`src/rtl/piso_serializer_pkg.sv`:
```
// -----------------------------------------------------------------------------
// piso_serializer_pkg
//   Shared definitions for the parallel-in / serial-out transmitter:
//   FSM state encoding, the default word length (shared with the downstream
//   4-bit shift stage so both sides agree on word size), the gap counter
//   width and a helper for sizing the bit counter.
//   No ports (package).
// -----------------------------------------------------------------------------
package piso_serializer_pkg;

    // Word length shared with the downstream serial-in register stage.
    localparam int DEFAULT_WIDTH = 4;

    // Inter-word idle gap counter width (gap of 0..15 cycles).
    localparam int GAP_CNT_W = 4;

    typedef enum logic [1:0] {
        S_IDLE  = 2'd0,
        S_SHIFT = 2'd1,
        S_GAP   = 2'd2
    } state_t;

    // Bit-index counter width for a word of the given length (at least 1 bit).
    function automatic int cnt_width(input int width);
        return (width <= 2) ? 1 : $clog2(width);
    endfunction

endpackage

```
`src/rtl/piso_serializer_if.sv`:
```
// -----------------------------------------------------------------------------
// piso_serializer_if
//   Bundles the word handshake (in_data/in_valid/in_ready) and the serial
//   link (ser_stall/ser_en/ser_out/ser_last) plus the busy status.
//   Modports:
//     master : word source / serial sink side (drives in_data, in_valid,
//              ser_stall; observes everything else)
//     slave  : the serializer itself
// -----------------------------------------------------------------------------
interface piso_serializer_if
    import piso_serializer_pkg::*;
#(
    parameter int WIDTH = DEFAULT_WIDTH
);

    logic [WIDTH-1:0] in_data;
    logic             in_valid;
    logic             in_ready;
    logic             ser_stall;
    logic             ser_en;
    logic             ser_out;
    logic             ser_last;
    logic             busy;

    modport master (
        output in_data,
        output in_valid,
        output ser_stall,
        input  in_ready,
        input  ser_en,
        input  ser_out,
        input  ser_last,
        input  busy
    );

    modport slave (
        input  in_data,
        input  in_valid,
        input  ser_stall,
        output in_ready,
        output ser_en,
        output ser_out,
        output ser_last,
        output busy
    );

endinterface

```
`src/rtl/bit_counter.sv`:
```
// -----------------------------------------------------------------------------
// bit_counter
//   Parameterised up-counter with synchronous active-high reset, a
//   synchronous load-zero (clear), a count enable and a terminal-count flag.
//   clear has priority over en, so a reload on the terminal cycle starts the
//   next run from zero.
//   Ports:
//     clk   in  clock
//     reset in  synchronous active-high reset
//     clear in  load zero
//     en    in  increment
//     tc    out count == TC_VALUE
// -----------------------------------------------------------------------------
module bit_counter #(
    parameter int CNT_W    = 2,
    parameter int TC_VALUE = 3
) (
    input  logic clk,
    input  logic reset,
    input  logic clear,
    input  logic en,
    output logic tc
);

    logic [CNT_W-1:0] count_q;

    // NOTE: registers are written with non-blocking (<=) so every flop
    // samples pre-edge values regardless of block evaluation order.
    always_ff @(posedge clk) begin
        if (reset) begin
            count_q <= '0;
        end else if (clear) begin
            count_q <= '0;
        end else if (en) begin
            count_q <= count_q + CNT_W'(1);
        end
    end

    assign tc = (count_q == CNT_W'(TC_VALUE));

endmodule

```
`src/rtl/piso_serializer.sv`:
```
// -----------------------------------------------------------------------------
// piso_serializer
//   Accepts a WIDTH-bit word over valid/ready and shifts it out LSB first,
//   one bit per enabled cycle, driving ser_en as the shift enable of the
//   downstream right-shifting register. After WIDTH enabled cycles the
//   downstream register holds the word. Downstream may pause via ser_stall
//   (seen one cycle late); IDLE_GAP forces idle cycles between words.
//   All outputs decode registered state only.
//   Ports:
//     clk   in  clock
//     reset in  synchronous active-high reset
//     bus   slave modport of piso_serializer_if (handshake + serial link)
// -----------------------------------------------------------------------------
module piso_serializer
    import piso_serializer_pkg::*;
#(
    parameter int WIDTH    = DEFAULT_WIDTH,
    parameter int IDLE_GAP = 0
) (
    input  logic               clk,
    input  logic               reset,
    piso_serializer_if.slave   bus
);

    localparam int CNT_W = cnt_width(WIDTH);

    state_t                 state_q, state_d;
    logic [GAP_CNT_W-1:0]   gcnt_q, gcnt_d;
    logic [WIDTH-1:0]       shreg_q;
    logic                   stall_q;

    logic                   cnt_tc;
    logic                   shift_en;
    logic                   last_bit;
    logic                   ready;
    logic                   accept;

    // Stall is registered so ser_en never depends combinationally on an input.
    assign shift_en = (state_q == S_SHIFT) && !stall_q;
    assign last_bit = shift_en && cnt_tc;
    // With no gap, the last-bit cycle doubles as the accept slot for the
    // next word, giving bubble-free back-to-back transfer.
    assign ready    = (state_q == S_IDLE) || (last_bit && (IDLE_GAP == 0));
    assign accept   = bus.in_valid && ready;

    bit_counter #(
        .CNT_W    (CNT_W),
        .TC_VALUE (WIDTH - 1)
    ) u_bit_counter (
        .clk   (clk),
        .reset (reset),
        .clear (accept),
        .en    (shift_en),
        .tc    (cnt_tc)
    );

    // FSM state register and gap counter.
    always_ff @(posedge clk) begin
        if (reset) begin
            state_q <= S_IDLE;
            gcnt_q  <= '0;
        end else begin
            state_q <= state_d;
            gcnt_q  <= gcnt_d;
        end
    end

    // Next-state logic.
    always_comb begin
        // NOTE: every variable gets a default first so no path through the
        // case can leave it unassigned and infer a latch.
        state_d = state_q;
        gcnt_d  = gcnt_q;
        unique case (state_q)
            S_IDLE: begin
                if (accept) begin
                    state_d = S_SHIFT;
                end
            end
            S_SHIFT: begin
                if (last_bit) begin
                    if (IDLE_GAP == 0) begin
                        state_d = accept ? S_SHIFT : S_IDLE;
                    end else begin
                        state_d = S_GAP;
                        gcnt_d  = GAP_CNT_W'(IDLE_GAP - 1);
                    end
                end
            end
            S_GAP: begin
                if (gcnt_q == '0) begin
                    state_d = S_IDLE;
                end else begin
                    gcnt_d = gcnt_q - GAP_CNT_W'(1);
                end
            end
            default: begin
                state_d = S_IDLE;
            end
        endcase
    end

    // Shift register and registered stall.
    always_ff @(posedge clk) begin
        if (reset) begin
            // NOTE: the shift register is reset because ser_out decodes
            // shreg_q[0] directly and must read 0 out of reset.
            shreg_q <= '0;
            stall_q <= 1'b0;
        end else begin
            stall_q <= bus.ser_stall;
            if (accept) begin
                shreg_q <= bus.in_data;
            end else if (shift_en) begin
                shreg_q <= shreg_q >> 1;
            end
        end
    end

    assign bus.in_ready = ready;
    assign bus.ser_en   = shift_en;
    // Holds through a stall because the register only moves on shift_en.
    assign bus.ser_out  = shreg_q[0];
    assign bus.ser_last = last_bit;
    assign bus.busy     = (state_q != S_IDLE);

endmodule

```
`src/flat_wrapper.sv`:
```
// flat-port wrapper written by rule: the top's interface ports become plain ports
module piso_serializer_flat import piso_serializer_pkg::*;
#(
    parameter int WIDTH    = DEFAULT_WIDTH,
    parameter int IDLE_GAP = 0
)
  (clk, reset, bus_in_data, bus_in_valid, bus_ser_stall, bus_in_ready, bus_ser_en, bus_ser_out, bus_ser_last, bus_busy);
  piso_serializer_if #(.WIDTH(WIDTH)) bus_i ();
  input  logic clk;
  input  logic reset;
  input wire logic [$bits(bus_i.in_data)-1:0] bus_in_data;
  input wire logic [$bits(bus_i.in_valid)-1:0] bus_in_valid;
  input wire logic [$bits(bus_i.ser_stall)-1:0] bus_ser_stall;
  output wire logic [$bits(bus_i.in_ready)-1:0] bus_in_ready;
  output wire logic [$bits(bus_i.ser_en)-1:0] bus_ser_en;
  output wire logic [$bits(bus_i.ser_out)-1:0] bus_ser_out;
  output wire logic [$bits(bus_i.ser_last)-1:0] bus_ser_last;
  output wire logic [$bits(bus_i.busy)-1:0] bus_busy;
  assign bus_i.in_data = bus_in_data;
  assign bus_i.in_valid = bus_in_valid;
  assign bus_i.ser_stall = bus_ser_stall;
  assign bus_in_ready = bus_i.in_ready;
  assign bus_ser_en = bus_i.ser_en;
  assign bus_ser_out = bus_i.ser_out;
  assign bus_ser_last = bus_i.ser_last;
  assign bus_busy = bus_i.busy;
  piso_serializer #(.WIDTH(WIDTH), .IDLE_GAP(IDLE_GAP)) u_core (.clk(clk), .reset(reset), .bus(bus_i));
endmodule
```
`config.mk`:
```
export PLATFORM = sky130hd
export DESIGN_NAME = piso_serializer_flat
export DESIGN_NICKNAME = d
export VERILOG_FILES = /design/src/rtl/piso_serializer_pkg.sv /design/src/rtl/piso_serializer_if.sv /design/src/rtl/bit_counter.sv /design/src/rtl/piso_serializer.sv /design/src/flat_wrapper.sv
export SDC_FILE = /design/constraint.sdc
export NUM_CORES = 1
export LEC_CHECK = 0
export ABC_AREA = 1
export CORE_AREA = 3 3 40 42
export CTS_CLUSTER_SIZE = 10
export DETAILED_ROUTE_END_ITERATION = 10
export DIE_AREA = 0 0 43 45
export PLACE_DENSITY = 0.52
export SYNTH_ARGS = -nofsm -noshare
export SYNTH_HDL_FRONTEND = slang
export SYNTH_HIERARCHICAL = 1
export SYNTH_SLANG_ARGS = --single-unit
export TNS_END_PERCENT = 10
```
`constraint.sdc`:
```
create_clock -name clk -period 1.75 [get_ports clk]
set_input_delay 0.35 -clock clk [delete_from_list [all_inputs] [get_ports clk]]
set_output_delay 0.35 -clock clk [all_outputs]
set_load 0.02 [all_outputs]
```
Yosys cells after proc, flatten, opt, wreduce, memory -nomap -nowiden. Cells that the tools add are included.

Bits in registers: 13. Latch bits: 0. Bits in writable memories: 0. Bits in read-only memories: 0. Output and inout bits: 5. Logic and storage cells: 33. Memories kept: 0.

$add $sub $neg: 2. Multiply operators: 0. Div/mod/pow operators: 0. Order comparisons: 0. Equality and inequality tests: 6. Shift-type cells: 0. Mux-type cells: 7. Bitwise gates (word level): 1. Reduce and logical (&&, ||, !) cells: 12.

Operator list (number): 4-bit two-way mux (2); 2-bit two-way mux (3); 2-bit case mux with 3 select lines (1); 2-bit equality test, second input constant (2); 4-bit logical NOT (1); 2-bit by 1-bit inequality test with 1-bit output, second input constant (2); 2-bit nonzero test (2); 4-bit by 1-bit subtractor with 4-bit output, second input constant (1); 1-bit logical AND (3); 3-bit AND reduction (1); 2-bit by 1-bit adder with 2-bit output, second input constant (1); 2-bit by 1-bit equality test with 1-bit output, second input constant (1); 2-bit logical NOT (1); 2-bit inequality test, second input constant (1); 2-bit AND reduction (1); 2-bit OR reduction (1); 1-bit logical NOT (1); 1-bit logical OR (1); 1-bit two-way mux (1); 1-bit NOT (1).

Longest topological paths before layout.
Depth in word-level cells: 8. Mapped depth: 8. Mapped depth without buffers: 8.

Modules after synthesis. Netlist, hierarchy kept.

By module, submodules not included: piso_serializer (instances 1, cells each 41, area each 296.5 um^2); bit_counter (instances 1, cells each 13, area each 95.1 um^2).

Worst setup path after synthesis. OpenSTA, ideal clock, no wires.

Kind: reg-to-output. Start point: reg u_core.state_q[0]. End point: out bus_ser_last. Arrival time: 1.387 ns. Setup slack: 0.013 ns. Cell stages (with the launch flop): 5. Path through: dfxtp_1 > inv_1 > nor2_2 > inv_1 > nor2_1.

Longest elaborated chain between the ends: 3.

Ends and longest elaborated chain: start: declaration (RTL line piso_serializer.sv:27) `state_t state_q, state_d;`; start signal: assignment (RTL line piso_serializer.sv:63) `state_q <= state_d;`; 2-bit by 1-bit equality test with 1-bit output (RTL line piso_serializer.sv:39) `assign shift_en = (state_q == S_SHIFT) && !stall_q;`; 1-bit logical AND (RTL line piso_serializer.sv:39); net bus_ser_en (RTL line flat_wrapper.sv:15) `output wire logic [$bits(bus_i.ser_en)-1:0] bus_ser_en;`; 1-bit logical AND (RTL line piso_serializer.sv:40) `assign last_bit = shift_en && cnt_tc;`; end: declaration (RTL line flat_wrapper.sv:17) `output wire logic [$bits(bus_i.ser_last)-1:0] bus_ser_last;`.

The timed path passes the listed nets, and every way through them passes these cells.

Worst setup path after layout.
Start point: reg u_core.state_q[0]. End point: out bus_busy.

Longest elaborated chain between the ends: 1.

Ends and longest elaborated chain: 2-bit nonzero test (RTL line piso_serializer.sv:125) `assign bus.busy = (state_q != S_IDLE);`; end: declaration (RTL line flat_wrapper.sv:18) `output wire logic [$bits(bus_i.busy)-1:0] bus_busy;`.

No other way between the ends.

==> impl_metrics.json <==
{
  "synth-seq-area-share_pct": 40.9,
  "numCtsBuffers": 3,
  "fp.dieArea_sq_um": 1940,
  "fillers": 136,
  "grt_max_degree": 10,
  "clkTransAtPathRegs_ns": 0.05,
  "route.detailed.drc": 0,
  "relSlewSlack_pct": 80.4,
  "crit_arrival_ns": 1.28,
  "post-route-util_pct": 45.1,
  "cp_max_fo": 2,
  "place_hpwl_um": 640,
  "dr_total_vias": 385,
  "io_buffers": 12,
  "antenna_cells": 0,
  "max_freq_mhz": 612,
  "nets": 84,
  "start_util_pct": 30.5,
  "r2r_cells": 9,
  "path_cells": "buf_4, clkdlybuf4s50_1",
  "cp-end-kind": "primary output",
  "setup_viol": 0,
  "multiInputGateArea_sq_um": 196,
  "initialDrtViolationCount": 8,
  "cp_top_family": "buffers and inverters",
  "cp.depth": 2,
  "finalSetupTns_ns": 0,
  "syn-num-nets": 63,
  "syn_to_final_growth_pct": 47.9,
  "status": "completed",
  "first_pass_iters": 4,
  "coreArea_sq_um": 1280,
  "num_rows": 13,
  "dpl_cell_area_sq_um": 561,
  "wl_per_cell_um": 9.31,
  "synth-seq-cells": 8,
  "clockRootBuffer": "clkbuf_4",
  "power_density_nw_per_um2": 777,
  "overflow": 0,
  "cts-htree-levels": 1,
  "whs_ns": 0.491,
  "max_stage_delay_ns": 0.59,
  "finalInstanceArea_sq_um": 579,
  "intPower_mw": 0.327,
  "grt_pass1_wl_mm": 1.48,
  "maxCapViolCount": 0,
  "critPathKind": "flip-flop to primary output",
  "vias_per_cell": 4.38,
  "grt_pass1_vias": 366,
  "p_switching_mw": 0.123,
  "path_buf_inv": 2,
  "slowest_stage": "clkdlybuf4s50_1",
  "syn-cell-area_sq_um": 392,
  "ant_nets": 0,
  "cts-hold-fix-buffers": 0,
  "syn_area_per_cell_sq_um": 7.25,
  "whs_path_depth": 2,
  "cts_tree": "built",
  "finalCritPeriodShare_pct": 93.4,
  "die-height_um": 45,
  "max_slew.worst_pin.slew_ns": 0.293,
  "power_frac_seq_pct": 45.3,
  "cts_resized": 3,
  "postCtsSetupRepairBufs": 0,
  "clkPwrFrac_pct": 30.9,
  "routabilityCongestion": 0.688,
  "antenna_found_initial": 0,
  "swShare_pct": 27.4,
  "rsz0062_at_grt": "no",
  "p_comb_share_pct": 23.9,
  "min_period_ns": 1.63,
  "syn-instance-count": 54,
  "yosysUniqueCellTypes": 13,
  "clockBufferDepth": 2,
  "drive_gt1_share_pct": 20.5,
  "ys_warn_count": 6,
  "regArea_sq_um": 160,
  "hold_viol_final": 0,
  "track_usage_pct": 10.6,
  "io_pins": 13,
  "clkSinkCount": 8,
  "hp-class": "flip-flop to flip-flop",
  "wl_um": 819,
  "ir_worst_vdd_v": 0.000428,
  "fin_skew_ns": 0.00176,
  "layout_common_cells": "nand2_1 (13), clkdlybuf4s50_1 (9), inv_1 (8), dfxtp_1 (8), nand3_1 (7)",
  "cp.required_ns": 1.40,
  "fp.dieW_um": 43,
  "final_common_cell": "nand2_1",
  "clk_latency_ns": 0.25,
  "startpoint_type": "flip-flop",
  "report.final.slew_viol_count": 0,
  "power.leakage_nw": 0.267
}
==> cell families (layout without fill, tap and decap cells) <==
logic type | after synthesis | count (layout) | share of synthesized area [%]
AND/OR/NAND/NOR | 30 | 30 | 35.5
flip-flops | 8 | 8 | 40.9
adder cells (fa/ha/maj) | 1 | 1 | 3.19
AO/OA/AOI/OAI | 6 | 6 | 11.5
buffers and inverters | 9 | 28 | 8.94
==> worst min-delay path, delay by kind of cell, from the launching register on <==
kind,cells,cell delay [ns]
and+or+nand+nor,1,0.09
AOI/OAI and AO/OA,1,0.05
DFF,1,0.31
==> final timing paths <==
| path | start | endpoint | slack (ns) |
|---|---|---|---|
| max | u_core/state_q[0] | bus_busy | 0.12 |
| min | u_core/shreg_q[3] | u_core/shreg_q[3] | 0.49 |
| max reg2reg | u_core/u_bit_counter/count_q[0] | u_core/u_bit_counter/count_q[1] | 0.41 |
| min reg2reg | u_core/shreg_q[3] | u_core/shreg_q[3] | 0.49 |
==> power groups by stage <==
stage | Clock (mW) | Combinational, mW | Sequential [mW]
after CTS | 0.144 | 0.109 | 0.204
final | 0.139 | 0.107 | 0.204
after floorplan | 0 | 0.0514 | 0.213
after detailed placement | 0 | 0.111 | 0.208
after global routing | 0.161 | 0.120 | 0.205
after global placement | 0 | 0.112 | 0.207
==> metal layers <==
metal / up-vias / wire length (um) / track usage [%]
met4: 0 / 8 / 9.04
met5: - / 0 / 0
met1: 166 / 410 / 12.6
met2: 10 / 370 / 16.2
li1: 207 / - / -
met3: 2 / 30 / 2.39
==> registers in the layout (all words and copies together) (netlist names) <==
register	count
u_core/u_bit_counter/count_q	2
u_core/state_q	1
u_core/shreg_q	4
u_core/stall_q	1
==> through the flow <==
step           total power [mW]  setup WS, ns  instances
6_report                  0.450         0.115         88
5_1_grt                   0.486        0.0332         88
4_1_cts                   0.456        0.0967         88
3_5_place_dp              0.319        0.0958         85
3_3_place_gp              0.319         0.113         85
2_1_floorplan             0.264        0.0131         54
==> synth_stat cells <==
master | count | area share (%)
ha_1 | 1 | 3.2
nand2_1 | 13 | 12
nand2_2 | 1 | 1.6
a21oi_1 | 4 | 5.1
o21ai_4 | 1 | 4.2
dfxtp_1 | 8 | 41
nor2_2 | 3 | 4.8
nand2_4 | 1 | 2.9
a21oi_2 | 1 | 2.2
inv_1 | 8 | 7.7
nor2_1 | 5 | 4.8
clkinv_2 | 1 | 1.3
nand3_1 | 7 | 8.9
==> cell type report <==
cell class / count / share of cell area, %
clock buffers: 3 / 3.89
well taps: 15 / 3.24
flip-flops and latches: 8 / 27.6
multi-input cells: 37 / 33.9
inverters: 9 / 6.05
repair buffers: 16 / 25.3
(Power assumes the default switching activity.)
